## config.mk

```make
export PLATFORM = sky130hd
export DESIGN_NAME = wb_serial_tx_flat
export DESIGN_NICKNAME = d
export VERILOG_FILES = /design/src/rtl/wb_serial_tx_pkg.sv /design/src/rtl/wb_serial_tx_if.sv /design/src/rtl/serial_tx_core.sv /design/src/rtl/wb_serial_tx.sv /design/src/flat_wrapper.sv
export SDC_FILE = /design/constraint.sdc
export NUM_CORES = 1
export LEC_CHECK = 0
export CELL_PAD_IN_SITES_DETAIL_PLACEMENT = 1
export CELL_PAD_IN_SITES_GLOBAL_PLACEMENT = 2
export CORE_ASPECT_RATIO = 0.8
export CORE_MARGIN = 10
export CORE_UTILIZATION = 30
export DETAILED_ROUTE_END_ITERATION = 16
export HOLD_SLACK_MARGIN = 0.03
export PLACE_DENSITY = 0.78
export SYNTH_ARGS = -nofsm -noshare
export SYNTH_HDL_FRONTEND = slang
export SYNTH_HIERARCHICAL = 1
export SYNTH_SLANG_ARGS = --single-unit
```

## constraint.sdc

```tcl
create_clock -name CLK_I -period 2.9 [get_ports CLK_I]
set_input_delay 0.435 -clock CLK_I [delete_from_list [all_inputs] [get_ports CLK_I]]
set_output_delay 0.435 -clock CLK_I [all_outputs]
set_load 0.005 [all_outputs]
```

## src/rtl/wb_serial_tx_pkg.sv

```systemverilog
// Shared constants, register map and FSM states for wb_serial_tx.
// Imported by the interface-facing top and by the serial core.
package wb_serial_tx_pkg;

  localparam int WORD_W_DEF = 10;

  localparam logic [7:0] ADDR_CTRL   = 8'h00;
  localparam logic [7:0] ADDR_TXDATA = 8'h04;
  localparam logic [7:0] ADDR_STATUS = 8'h08;

  localparam int CTRL_DIV_LSB = 0;
  localparam int CTRL_NW_LSB  = 8;
  localparam int CTRL_START   = 16;
  localparam int CTRL_PAT     = 17;

  localparam int ST_BUSY    = 0;
  localparam int ST_ERR     = 1;
  localparam int ST_REM_LSB = 8;

  typedef enum logic [1:0] {
    IDLE,
    MARK,
    SHIFT
  } tx_state_t;

endpackage

```

## src/rtl/wb_serial_tx_if.sv

```systemverilog
// Wishbone B4 classic bus bundle (initiator -> responder).
// Ports: CYC_I, STB_I, WE_I, ADR_I, DAT_I in; DAT_O, ACK_O out (slave view).
interface wb_serial_tx_if #(
  parameter int ADR_W = 32,
  parameter int DAT_W = 32
);
  logic             CYC_I;
  logic             STB_I;
  logic             WE_I;
  logic [ADR_W-1:0] ADR_I;
  logic [DAT_W-1:0] DAT_I;
  logic [DAT_W-1:0] DAT_O;
  logic             ACK_O;

  modport master (
    output CYC_I, STB_I, WE_I, ADR_I, DAT_I,
    input  DAT_O, ACK_O
  );

  modport slave (
    input  CYC_I, STB_I, WE_I, ADR_I, DAT_I,
    output DAT_O, ACK_O
  );
endinterface

```

## src/rtl/serial_tx_core.sv

```systemverilog
// Serial burst engine: start marker, then NWORDS words LSB first.
// Ports: clk, rst, i_start/i_clkdiv/i_nwords/i_pattern/i_seed in; o_busy, o_ena, o_data, o_words_rem out.
module serial_tx_core
  import wb_serial_tx_pkg::*;
#(
  parameter int WORD_W = WORD_W_DEF
) (
  input  logic              clk,
  input  logic              rst,
  input  logic              i_start,
  input  logic [7:0]        i_clkdiv,
  input  logic [7:0]        i_nwords,
  input  logic              i_pattern,
  input  logic [WORD_W-1:0] i_seed,
  output logic              o_busy,
  output logic              o_ena,
  output logic              o_data,
  output logic [7:0]        o_words_rem
);

  localparam int BW = $clog2(WORD_W);
  localparam logic [BW-1:0] LAST = BW'(WORD_W - 1);

  tx_state_t r_state, w_state;
  logic [7:0] r_div, w_div;
  logic [7:0] r_words, w_words;
  logic [BW-1:0] r_bit, w_bit;
  logic [WORD_W-1:0] r_shift, w_shift;
  logic [WORD_W-1:0] r_word, w_word;
  logic [WORD_W-1:0] w_next;
  logic r_ena, w_ena;
  logic r_data, w_data;
  logic w_tick;

  assign w_tick = (r_div == i_clkdiv);
  // Incrementing pattern wraps naturally at WORD_W bits.
  assign w_next = i_pattern ? r_word + WORD_W'(1) : r_word;

  always_comb begin
    w_state = r_state;
    w_div   = r_div;
    w_words = r_words;
    w_bit   = r_bit;
    w_shift = r_shift;
    w_word  = r_word;
    w_ena   = r_ena;
    w_data  = r_data;
    unique case (r_state)
      IDLE: begin
        if (i_start && i_nwords != 8'd0) begin
          w_state = MARK;
          w_ena   = 1'b1;
          w_div   = 8'd0;
          w_words = i_nwords;
          w_word  = i_seed;
          w_shift = i_seed;
          w_bit   = '0;
          w_data  = 1'b0;
        end
      end
      MARK: begin
        w_div = r_div + 8'd1;
        if (w_tick) begin
          w_state = SHIFT;
          w_div   = 8'd0;
          w_ena   = 1'b0;
          w_data  = r_shift[0];
          w_shift = r_shift >> 1;
          w_bit   = '0;
        end
      end
      SHIFT: begin
        w_div = r_div + 8'd1;
        if (w_tick) begin
          w_div = 8'd0;
          if (r_bit == LAST) begin
            w_words = r_words - 8'd1;
            if (r_words == 8'd1) begin
              w_state = IDLE;
              w_data  = 1'b0;
            end else begin
              // Next word goes straight out, no idle bit between words.
              w_word  = w_next;
              w_data  = w_next[0];
              w_shift = w_next >> 1;
              w_bit   = '0;
            end
          end else begin
            w_bit   = r_bit + BW'(1);
            w_data  = r_shift[0];
            w_shift = r_shift >> 1;
          end
        end
      end
      default: w_state = IDLE;
    endcase
  end

  always_ff @(posedge clk or posedge rst) begin
    if (rst) begin
      r_state <= IDLE;
      r_div   <= '0;
      r_words <= '0;
      r_bit   <= '0;
      r_shift <= '0;
      r_word  <= '0;
      r_ena   <= 1'b0;
      r_data  <= 1'b0;
    end else begin
      r_state <= w_state;
      r_div   <= w_div;
      r_words <= w_words;
      r_bit   <= w_bit;
      r_shift <= w_shift;
      r_word  <= w_word;
      r_ena   <= w_ena;
      r_data  <= w_data;
    end
  end

  assign o_busy      = (r_state != IDLE);
  assign o_ena       = r_ena;
  assign o_data      = r_data;
  assign o_words_rem = r_words;

endmodule

```

## src/rtl/wb_serial_tx.sv

```systemverilog
// Wishbone classic slave: CTRL/TXDATA/STATUS registers driving the serial core.
// Ports: CLK_I, RST_I; wb (slave modport); ena_o start marker; data_o serial data.
module wb_serial_tx
  import wb_serial_tx_pkg::*;
#(
  parameter int WORD_W = WORD_W_DEF,
  parameter int ADR_W  = 32,
  parameter int DAT_W  = 32
) (
  input  logic CLK_I,
  input  logic RST_I,
  wb_serial_tx_if.slave wb,
  output logic ena_o,
  output logic data_o
);

  logic r_acked, r_ack, r_start, r_pat, r_err;
  logic [7:0] r_clkdiv, r_nw;
  logic [WORD_W-1:0] r_seed;
  logic [DAT_W-1:0] r_dat;
  logic [DAT_W-1:0] w_rdata;
  logic [7:0] w_rem;
  logic [5:0] w_reg;
  logic w_req, w_wr, w_busy, w_busy_any;
  logic w_sel_ctrl, w_sel_tx, w_sel_st;
  logic w_unused;

  // One access per strobe: re-arm only once the initiator drops STB/CYC.
  assign w_req = wb.CYC_I & wb.STB_I & ~r_acked;
  assign w_wr  = w_req & wb.WE_I;
  assign w_reg = wb.ADR_I[7:2];

  assign w_sel_ctrl = (w_reg == ADDR_CTRL[7:2]);
  assign w_sel_tx   = (w_reg == ADDR_TXDATA[7:2]);
  assign w_sel_st   = (w_reg == ADDR_STATUS[7:2]);

  // A launch still in flight counts as busy for write rejection.
  assign w_busy_any = w_busy | r_start;

  assign w_unused = &{1'b0, wb.ADR_I[ADR_W-1:8], wb.ADR_I[1:0],
                      wb.DAT_I[DAT_W-1:CTRL_PAT+1]};

  always_comb begin
    w_rdata = '0;
    unique case (1'b1)
      w_sel_ctrl: begin
        w_rdata[CTRL_DIV_LSB +: 8] = r_clkdiv;
        w_rdata[CTRL_NW_LSB +: 8]  = r_nw;
        w_rdata[CTRL_PAT]          = r_pat;
      end
      w_sel_tx: w_rdata[WORD_W-1:0] = r_seed;
      w_sel_st: begin
        w_rdata[ST_BUSY]          = w_busy;
        w_rdata[ST_ERR]           = r_err;
        w_rdata[ST_REM_LSB +: 8]  = w_rem;
      end
      default: ;
    endcase
  end

  always_ff @(posedge CLK_I or posedge RST_I) begin
    if (RST_I) begin
      r_acked  <= 1'b0;
      r_ack    <= 1'b0;
      r_start  <= 1'b0;
      r_pat    <= 1'b0;
      r_err    <= 1'b0;
      r_clkdiv <= '0;
      r_nw     <= '0;
      r_seed   <= '0;
      r_dat    <= '0;
    end else begin
      r_ack   <= w_req;
      r_start <= 1'b0;
      if (!(wb.CYC_I && wb.STB_I)) r_acked <= 1'b0;
      else if (w_req)              r_acked <= 1'b1;
      r_dat <= (w_req && !wb.WE_I) ? w_rdata : '0;
      if (w_wr) begin
        unique case (1'b1)
          w_sel_ctrl: begin
            if (w_busy_any) r_err <= 1'b1;
            else begin
              r_clkdiv <= wb.DAT_I[CTRL_DIV_LSB +: 8];
              r_nw     <= wb.DAT_I[CTRL_NW_LSB +: 8];
              r_pat    <= wb.DAT_I[CTRL_PAT];
              r_start  <= wb.DAT_I[CTRL_START] &
                          (wb.DAT_I[CTRL_NW_LSB +: 8] != 8'd0);
            end
          end
          w_sel_tx: begin
            if (w_busy_any) r_err <= 1'b1;
            else r_seed <= wb.DAT_I[WORD_W-1:0];
          end
          w_sel_st: if (wb.DAT_I[ST_ERR]) r_err <= 1'b0;
          default: ;
        endcase
      end
    end
  end

  assign wb.ACK_O = r_ack;
  assign wb.DAT_O = r_dat;

  serial_tx_core #(.WORD_W(WORD_W)) u_core (
    .clk        (CLK_I),
    .rst        (RST_I),
    .i_start    (r_start),
    .i_clkdiv   (r_clkdiv),
    .i_nwords   (r_nw),
    .i_pattern  (r_pat),
    .i_seed     (r_seed),
    .o_busy     (w_busy),
    .o_ena      (ena_o),
    .o_data     (data_o),
    .o_words_rem(w_rem)
  );

endmodule

```

## src/flat_wrapper.sv

```systemverilog
// flat-port wrapper written by rule: the top's interface ports become plain ports
module wb_serial_tx_flat import wb_serial_tx_pkg::*;
#(
  parameter int WORD_W = WORD_W_DEF,
  parameter int ADR_W  = 32,
  parameter int DAT_W  = 32
)
  (CLK_I, RST_I, ena_o, data_o, wb_CYC_I, wb_STB_I, wb_WE_I, wb_ADR_I, wb_DAT_I, wb_DAT_O, wb_ACK_O);
  wb_serial_tx_if #(.ADR_W(ADR_W), .DAT_W(DAT_W)) wb_i ();
  input  logic CLK_I;
  input  logic RST_I;
  output logic ena_o;
  output logic data_o;
  input wire logic [$bits(wb_i.CYC_I)-1:0] wb_CYC_I;
  input wire logic [$bits(wb_i.STB_I)-1:0] wb_STB_I;
  input wire logic [$bits(wb_i.WE_I)-1:0] wb_WE_I;
  input wire logic [$bits(wb_i.ADR_I)-1:0] wb_ADR_I;
  input wire logic [$bits(wb_i.DAT_I)-1:0] wb_DAT_I;
  output wire logic [$bits(wb_i.DAT_O)-1:0] wb_DAT_O;
  output wire logic [$bits(wb_i.ACK_O)-1:0] wb_ACK_O;
  assign wb_i.CYC_I = wb_CYC_I;
  assign wb_i.STB_I = wb_STB_I;
  assign wb_i.WE_I = wb_WE_I;
  assign wb_i.ADR_I = wb_ADR_I;
  assign wb_i.DAT_I = wb_DAT_I;
  assign wb_DAT_O = wb_i.DAT_O;
  assign wb_ACK_O = wb_i.ACK_O;
  wb_serial_tx #(.WORD_W(WORD_W), .ADR_W(ADR_W), .DAT_W(DAT_W)) u_core (.CLK_I(CLK_I), .RST_I(RST_I), .wb(wb_i), .ena_o(ena_o), .data_o(data_o));
endmodule
```

==> results.sh, run 1 <==
export IMPL_setup_viol=0
export IMPL_numCtsBuffers=9
export IMPL_critical_path_arrival_ns=2.77
export IMPL_post_synth_top_count_cell="dfrtp_1"
export IMPL_cpMaxStageDelayCell="or4_1"
export IMPL_num_io_pins=104
export IMPL_comb_power_share_pct=44.5
export IMPL_fin_crit_sh_pct=87.4
export IMPL_first_pass_iters=5
export IMPL_tns_ns=0
export IMPL_grt_pass1_wl_mm=26.2
export IMPL_cp_start_kind="flop"
export IMPL_worst_r2r_setup_slack_ns=0.37
export IMPL_dp_hpwl_mm=11.8
export IMPL_layout_drive_gt1_share_pct=16.3
export IMPL_postSynthCellCount=502
export IMPL_maxSlewHeadroom_pct=26.9
export IMPL_outcome="complete, no violations"
export IMPL_post_cts_setup_buffer_count=0
export IMPL_slew_viol_final=0
export IMPL_ys_ff_latch=92
export IMPL_synthArstFlopShare_pct=100
export IMPL_cts_sinks=92
export IMPL_finalHoldViolCount=0
export IMPL_ff_latch_area_um2=2300
export IMPL_p_clk_share_pct=21.7
export IMPL_synth_common_cells="dfrtp_1 (92), a21oi_1 (40), nor2_1 (30), nand3_1 (27), o21ai_0 (27)"
export IMPL_nets=632
export IMPL_clock_latency_ns=0.36
export IMPL_crit_required_ns=3.14
export IMPL_portBuffers=48
export IMPL_seq_area_frac_synth_pct=44.2
export IMPL_cp_max_fo=10
export IMPL_p_switching_mw=2.40
export IMPL_wl_mm=16.1
export IMPL_reg2reg_depth=6
export IMPL_r2r_end="u_core/u_core/r_shift[7]$_DFFE_PP0P_"
export IMPL_htree_num_levels=3
export IMPL_drv_cap=0
export IMPL_path_clk_slew_ns=0.08
export IMPL_yosys_warnings=6
export IMPL_synth_top_area_cell="dfrtp_1"
export IMPL_die_w_um=167
export IMPL_p_per_area_nw_per_um2=895
export IMPL_design_area_um2=6220
export IMPL_wl_per_cell_um=20.6
export IMPL_syn_to_final_growth_pct=19.5
export IMPL_path_cells="or4_1 > o21a_1 > nor2_4 > or3_1 > buf_12 > mux2_1"
export IMPL_critPathMaxStageDelay_ns=0.59
export IMPL_dr_first_iter_drc_count=287
export IMPL_grt_antenna_before_repair=1
export IMPL_cts_repair_resized=0
export IMPL_cts_root_buf="clkbuf_16"
export IMPL_hold_depth=1
export IMPL_synth_top_cell_area_share_pct=44.2
export IMPL_die_area_um2=23100
export IMPL_hold_end="u_core/wb.ACK_O$_DFF_PP0_"
export IMPL_synth_edf_count=0
export IMPL_synth_cell_area_um2=5210
export IMPL_hold_buffers=0
export IMPL_hp_start="u_core/r_acked$_DFFE_PP0P_"
export IMPL_ant_nets=0
export IMPL_finalCriticalPeriod_ns=2.53
export IMPL_viasPerCell=5.41
export IMPL_fmaxAchievable_mhz=395
export IMPL_worst_slew_pin_slew_ns=1.09
export IMPL_gp_congestion=0.780
export IMPL_grt_use_total_pct=14.1
export IMPL_place_area_um2=5930
export IMPL_ys_types=68
export IMPL_grt_max_degree=51
export IMPL_hold_path_class="flop to flop"
export IMPL_clockBufferDepth=2
export IMPL_skew_ns=0.0139
export IMPL_vias=4233
export IMPL_gr_total_overflow=0
export IMPL_vdd_drop_max_v=0.000351
export IMPL_start_util_pct=30.3
export IMPL_p_leak_nw=2.65
export IMPL_reg2reg_from="u_core/r_nw[6]$_DFFE_PP0P_"
export IMPL_rsz0062_at_grt="no"
export IMPL_multiInputGateArea_um2=2660
export IMPL_internal_power_mw=3.17
export IMPL_grt_pass1_vias=4626
export IMPL_diodes=0
export IMPL_power_frac_seq_pct=33.7
export IMPL_avgSynthCellArea_um2=10.4
export IMPL_cts_tree="built"
export IMPL_row_count=43
export IMPL_die_h_um=138
export IMPL_core_um2=17200
export IMPL_drc=0
export IMPL_n_fill_cell=1947
export IMPL_swShare_pct=43.2
export IMPL_cp_end_kind="flop"
export IMPL_yosys_top_cells_area="dfrtp_1 (44%), mux2_2 (5.2%), mux2_4 (4.3%)"
export IMPL_path_class="flop to flop"
export IMPL_synth_ff_type="dfrtp_1"
==> state kept, by name, indices dropped and copies added, names as in the netlist, 2 cells and up <==
register and count:
u_core/r_nw 8, u_core/r_clkdiv 8, u_core/u_core/r_word 10, u_core/u_core/o_words_rem 8
u_core/u_core/r_shift 10, u_core/u_core/r_state 2, u_core/wb.DAT_O 17, u_core/u_core/r_bit 4
u_core/u_core/r_div 8, u_core/r_seed 10
==> power groups by stage <==
stage	Sequential [mW]	Clock (mW)	Combinational (mW)
2_1_floorplan	1.76	0	1.86
3_3_place_gp	1.87	0	2.34
3_5_place_dp	1.89	0	2.46
4_1_cts	1.87	1.24	2.47
5_1_grt	1.92	1.30	2.76
6_report	1.88	1.21	2.48
==> worst max path at each step <==
| stage | from | end | slack [ns] | depth (start not counted) |
|---|---|---|---|---|
| floorplan | u_core/u_core/r_state[0]$_DFFE_PP0P_ | u_core/u_core/r_shift[0]$_DFFE_PP0P_ | 0.75 | 9 |
| global placement | u_core/r_nw[6]$_DFFE_PP0P_ | u_core/u_core/r_shift[8]$_DFFE_PP0P_ | 0.38 | 6 |
| detailed placement | u_core/r_nw[6]$_DFFE_PP0P_ | u_core/u_core/r_shift[8]$_DFFE_PP0P_ | 0.35 | 6 |
| CTS | u_core/r_nw[6]$_DFFE_PP0P_ | u_core/u_core/r_shift[8]$_DFFE_PP0P_ | 0.34 | 6 |
| global route | u_core/u_core/r_state[0]$_DFFE_PP0P_ | u_core/u_core/r_word[9]$_DFFE_PP0P_ | 0.18 | 6 |
| finish | u_core/r_nw[6]$_DFFE_PP0P_ | u_core/u_core/r_shift[7]$_DFFE_PP0P_ | 0.37 | 6 |
==> cell families after synthesis <==
group | after synthesis | synth area share (%)
AOI/OAI and AO/OA | 133 | 17.2
DFF | 92 | 44.2
and+or+nand+nor | 143 | 15.5
muxes | 52 | 12.1
buffers and inverters | 55 | 5.76
xor gates and xnor gates | 15 | 2.52
other | 1 | 0.0720
adders and majority gates | 11 | 2.64
==> cell usage in the layout, fill, tap and decap left out, types with 15 or more instances in the layout <==
master	instances
mux2_4	15
clkdlybuf4s50_1	48
conb_1	15
nand2_1	23
mux2_2	24
dfrtp_1	92
nand3_1	27
buf_4	19
o21ai_0	27
a21oi_1	40
nor2_1	30
==> final cells by class <==
cell class	count	area share (%)
inverter	12	0.724
clock inverter	7	1.07
clock buffer	9	3.62
timing repair buffer	68	10.3
multi-input combinational	369	42.7
tap	225	4.52
sequential	92	37.0
==> worst max-delay path, delay by kind of cell (launching register included) <==
family,cells,cell delay (ns)
compound gates,1,0.26
simple gates,3,1.19
mux,1,0.33
flops,1,0.44
buf+inv,1,0.20
==> per-stage QoR <==
stage                     instances  hold slack [ns]  power, mW  utilization [%]  setup WS [ns]
final                           782            0.448       5.57             36.1          0.367
after global routing            782            0.466       5.98             36.1          0.176
after CTS                       782            0.450       5.58             36.1          0.341
after detailed placement        766            0.440       4.36             34.5          0.349
after global placement          766            0.438       4.22             34.5          0.384
after floorplan                 516            0.410       3.61                -          0.753
==> layer usage <==
layer	GRT usage [%]	up-vias	share of wire [%]
li1	-	1932	-
met1	18.6	2190	47
met2	22.7	103	47
met3	4.31	8	5.4
met4	2.51	0	0.59
met5	0	-	0
Note: power is estimated with default switching activity, not from simulation.
==> inputs of run 2 (changes only) <==
--- a/config.mk
+++ b/config.mk
@@ -5,14 +5,14 @@
 export SDC_FILE = /design/constraint.sdc
 export NUM_CORES = 1
 export LEC_CHECK = 0
-export CELL_PAD_IN_SITES_DETAIL_PLACEMENT = 1
-export CELL_PAD_IN_SITES_GLOBAL_PLACEMENT = 2
+export CELL_PAD_IN_SITES_DETAIL_PLACEMENT = 0
+export CELL_PAD_IN_SITES_GLOBAL_PLACEMENT = 1
 export CORE_ASPECT_RATIO = 0.8
 export CORE_MARGIN = 10
 export CORE_UTILIZATION = 30
 export DETAILED_ROUTE_END_ITERATION = 16
 export HOLD_SLACK_MARGIN = 0.03
-export PLACE_DENSITY = 0.78
+export PLACE_DENSITY = 0.69
 export SYNTH_ARGS = -nofsm -noshare
 export SYNTH_HDL_FRONTEND = slang
 export SYNTH_HIERARCHICAL = 1
==> constraint.sdc (replaced) <==
create_clock -name CLK_I -period 2.3 [get_ports CLK_I]
set_input_delay 0.345 -clock CLK_I [delete_from_list [all_inputs] [get_ports CLK_I]]
set_output_delay 0.345 -clock CLK_I [all_outputs]
set_load 0.005 [all_outputs]
==> run 2 against run 1 <==
Against the previous run: final cell count up 2.7%; sequential power up 25%; first-iteration DRC count up 37%; largest power group unchanged.
==> results.sh, run 2 (synthesized netlist as in run 1, its figures left out) <==
export IMPL_outcome="complete, no violations"
export IMPL_worst_slew_pin_slew_ns=0.624
export IMPL_vias=4258
export IMPL_n_fill_cell=1729
export IMPL_place_area_um2=6090
export IMPL_critPathMaxStageDelay_ns=0.58
export IMPL_die_area_um2=23100
export IMPL_setup_viol=0
export IMPL_ant_nets=0
export IMPL_grt_max_degree=45
export IMPL_clockBufferDepth=2
export IMPL_first_pass_iters=5
export IMPL_portBuffers=48
export IMPL_p_leak_nw=2.76
export IMPL_clock_latency_ns=0.35
export IMPL_cp_max_fo=4
export IMPL_crit_required_ns=2.52
export IMPL_slew_viol_final=0
export IMPL_cp_end_kind="flop"
export IMPL_final_cell_mix="dfrtp_1 (92), clkdlybuf4s50_1 (48), a21oi_1 (40)"
export IMPL_die_w_um=167
export IMPL_hold_path_class="primary input to asynchronous set/reset pin"
export IMPL_path_class="flop to flop"
export IMPL_core_um2=17200
export IMPL_path_cells="or4_1 > o21a_1 > nor2_4 > or3_1 > buf_4 > mux2_1"
export IMPL_viasPerCell=5.30
export IMPL_gr_total_overflow=0
export IMPL_syn_to_final_growth_pct=22.9
export IMPL_finalCriticalPeriod_ns=2.21
export IMPL_num_io_pins=104
export IMPL_gp_congestion=0.795
export IMPL_design_area_um2=6400
export IMPL_vdd_drop_max_v=0.000487
export IMPL_critical_path_arrival_ns=2.44
export IMPL_hold_buffers=0
export IMPL_wl_per_cell_um=18.1
export IMPL_fin_crit_sh_pct=96.2
export IMPL_drv_cap=0
export IMPL_placedCellCount=786
export IMPL_largest_reg_flops=17
export IMPL_rsz0062_at_grt="no"
export IMPL_dr_first_iter_drc_count=394
export IMPL_fmaxAchievable_mhz=452
export IMPL_grt_pass1_vias=4274
export IMPL_nets=653
export IMPL_wl_mm=14.5
export IMPL_layout_drive_gt1_share_pct=19.4
export IMPL_finalHoldViolCount=0
export IMPL_final_common_cell="dfrtp_1"
export IMPL_p_per_area_nw_per_um2=1090
export IMPL_cts_sinks=92
export IMPL_htree_num_levels=3
export IMPL_row_count=43
export IMPL_start_util_pct=30.3
export IMPL_fin_cells=803
export IMPL_cts_tree="built"
export IMPL_dp_hpwl_mm=10.9
export IMPL_grt_pass1_wl_mm=23.3
export IMPL_skew_ns=0.00934
export IMPL_tns_ns=0
export IMPL_maxSlewHeadroom_pct=58.4
export IMPL_cpMaxStageDelayCell="or4_1"
export IMPL_cp_start_kind="flop"
export IMPL_drc=0
export IMPL_path_clk_slew_ns=0.07
export IMPL_grt_use_total_pct=12.6
export IMPL_diodes=0
export IMPL_numCtsBuffers=9
export IMPL_grt_antenna_before_repair=0
export IMPL_cts_root_buf="clkbuf_16"
export IMPL_die_h_um=138
==> run 2: per-layer routing <==
| metal | routed length [µm] | part of all wire, % | up-vias | GRT usage, % |
|---|---|---|---|---|
| met5 | 0 | 0 | - | 0 |
| met1 | 6800 | 47 | 2110 | 17.1 |
| met3 | 1050 | 7.2 | 19 | 4.02 |
| met4 | 198 | 1.4 | 0 | 3.38 |
| met2 | 6490 | 45 | 165 | 18.8 |
| li1 | - | - | 1964 | - |
==> run 2: path summary, 6_finish.rpt <==
| path | start | endpoint | slack [ns] | cells after the start |
|---|---|---|---|---|
| max | u_core/r_nw[5]$_DFFE_PP0P_ | u_core/u_core/r_bit[0]$_DFFE_PP0P_ | 0.09 | 6 |
| min | RST_I | u_core/wb.DAT_O[0]$_DFF_PP0_ | 0.37 | 2 |
| max reg2reg | u_core/r_nw[5]$_DFFE_PP0P_ | u_core/u_core/r_bit[0]$_DFFE_PP0P_ | 0.09 | 6 |
| min reg2reg | u_core/r_acked$_DFFE_PP0P_ | u_core/wb.ACK_O$_DFF_PP0_ | 0.45 | 1 |
| max in group asynchronous | RST_I | u_core/u_core/o_words_rem[6]$_DFFE_PP0P_ | 1.36 | 3 |
| min in group CLK_I | u_core/r_acked$_DFFE_PP0P_ | u_core/wb.ACK_O$_DFF_PP0_ | 0.45 | 1 |
==> run 2: cell type report <==
type | count | area [µm²] | area share, %
clock buffer | 14 | 264 | 4.12
clock inverter | 2 | 17.5 | 0.274
inverter | 12 | 45.0 | 0.704
multi-input combinational | 369 | 2680 | 41.8
sequential | 92 | 2300 | 36.0
tap | 225 | 282 | 4.40
timing repair buffer | 89 | 813 | 12.7
==> run 2: metrics by stage <==
step	power (mW)	hold WS, ns	util [%]	setup WS, ns
2_1_floorplan	4.55	0.410	-	0.153
3_3_place_gp	5.42	0.441	35.4	-0.0212
3_5_place_dp	5.51	0.453	35.4	-0.0645
4_1_cts	6.96	0.374	37.0	0.0425
5_1_grt	7.51	0.412	37.2	0.00945
6_report	7.00	0.365	37.2	0.0866
==> run 2: critical path, delay by kind of cell, from the launching register on <==
| kind | cells | cell delay [ns] |
|---|---|---|
| AO/OA/AOI/OAI | 1 | 0.29 |
| buffers and inverters | 1 | 0.18 |
| AND/OR/NAND/NOR | 3 | 0.89 |
| multiplexers | 1 | 0.32 |
| flip-flops | 1 | 0.39 |
==> run 2: power by group <==
| group | switching (mW) | internal, mW |
|---|---|---|
| registers | 0.405 | 1.95 |
| logic | 1.81 | 1.41 |
| clock network | 0.630 | 0.800 |
==> run 2: repair_timing <==
action	4_1_cts	5_1_grt
gates resized for setup	0	4
buffers inserted	0	1
setup endpoints to repair	0	23
hold endpoints to repair	0	0
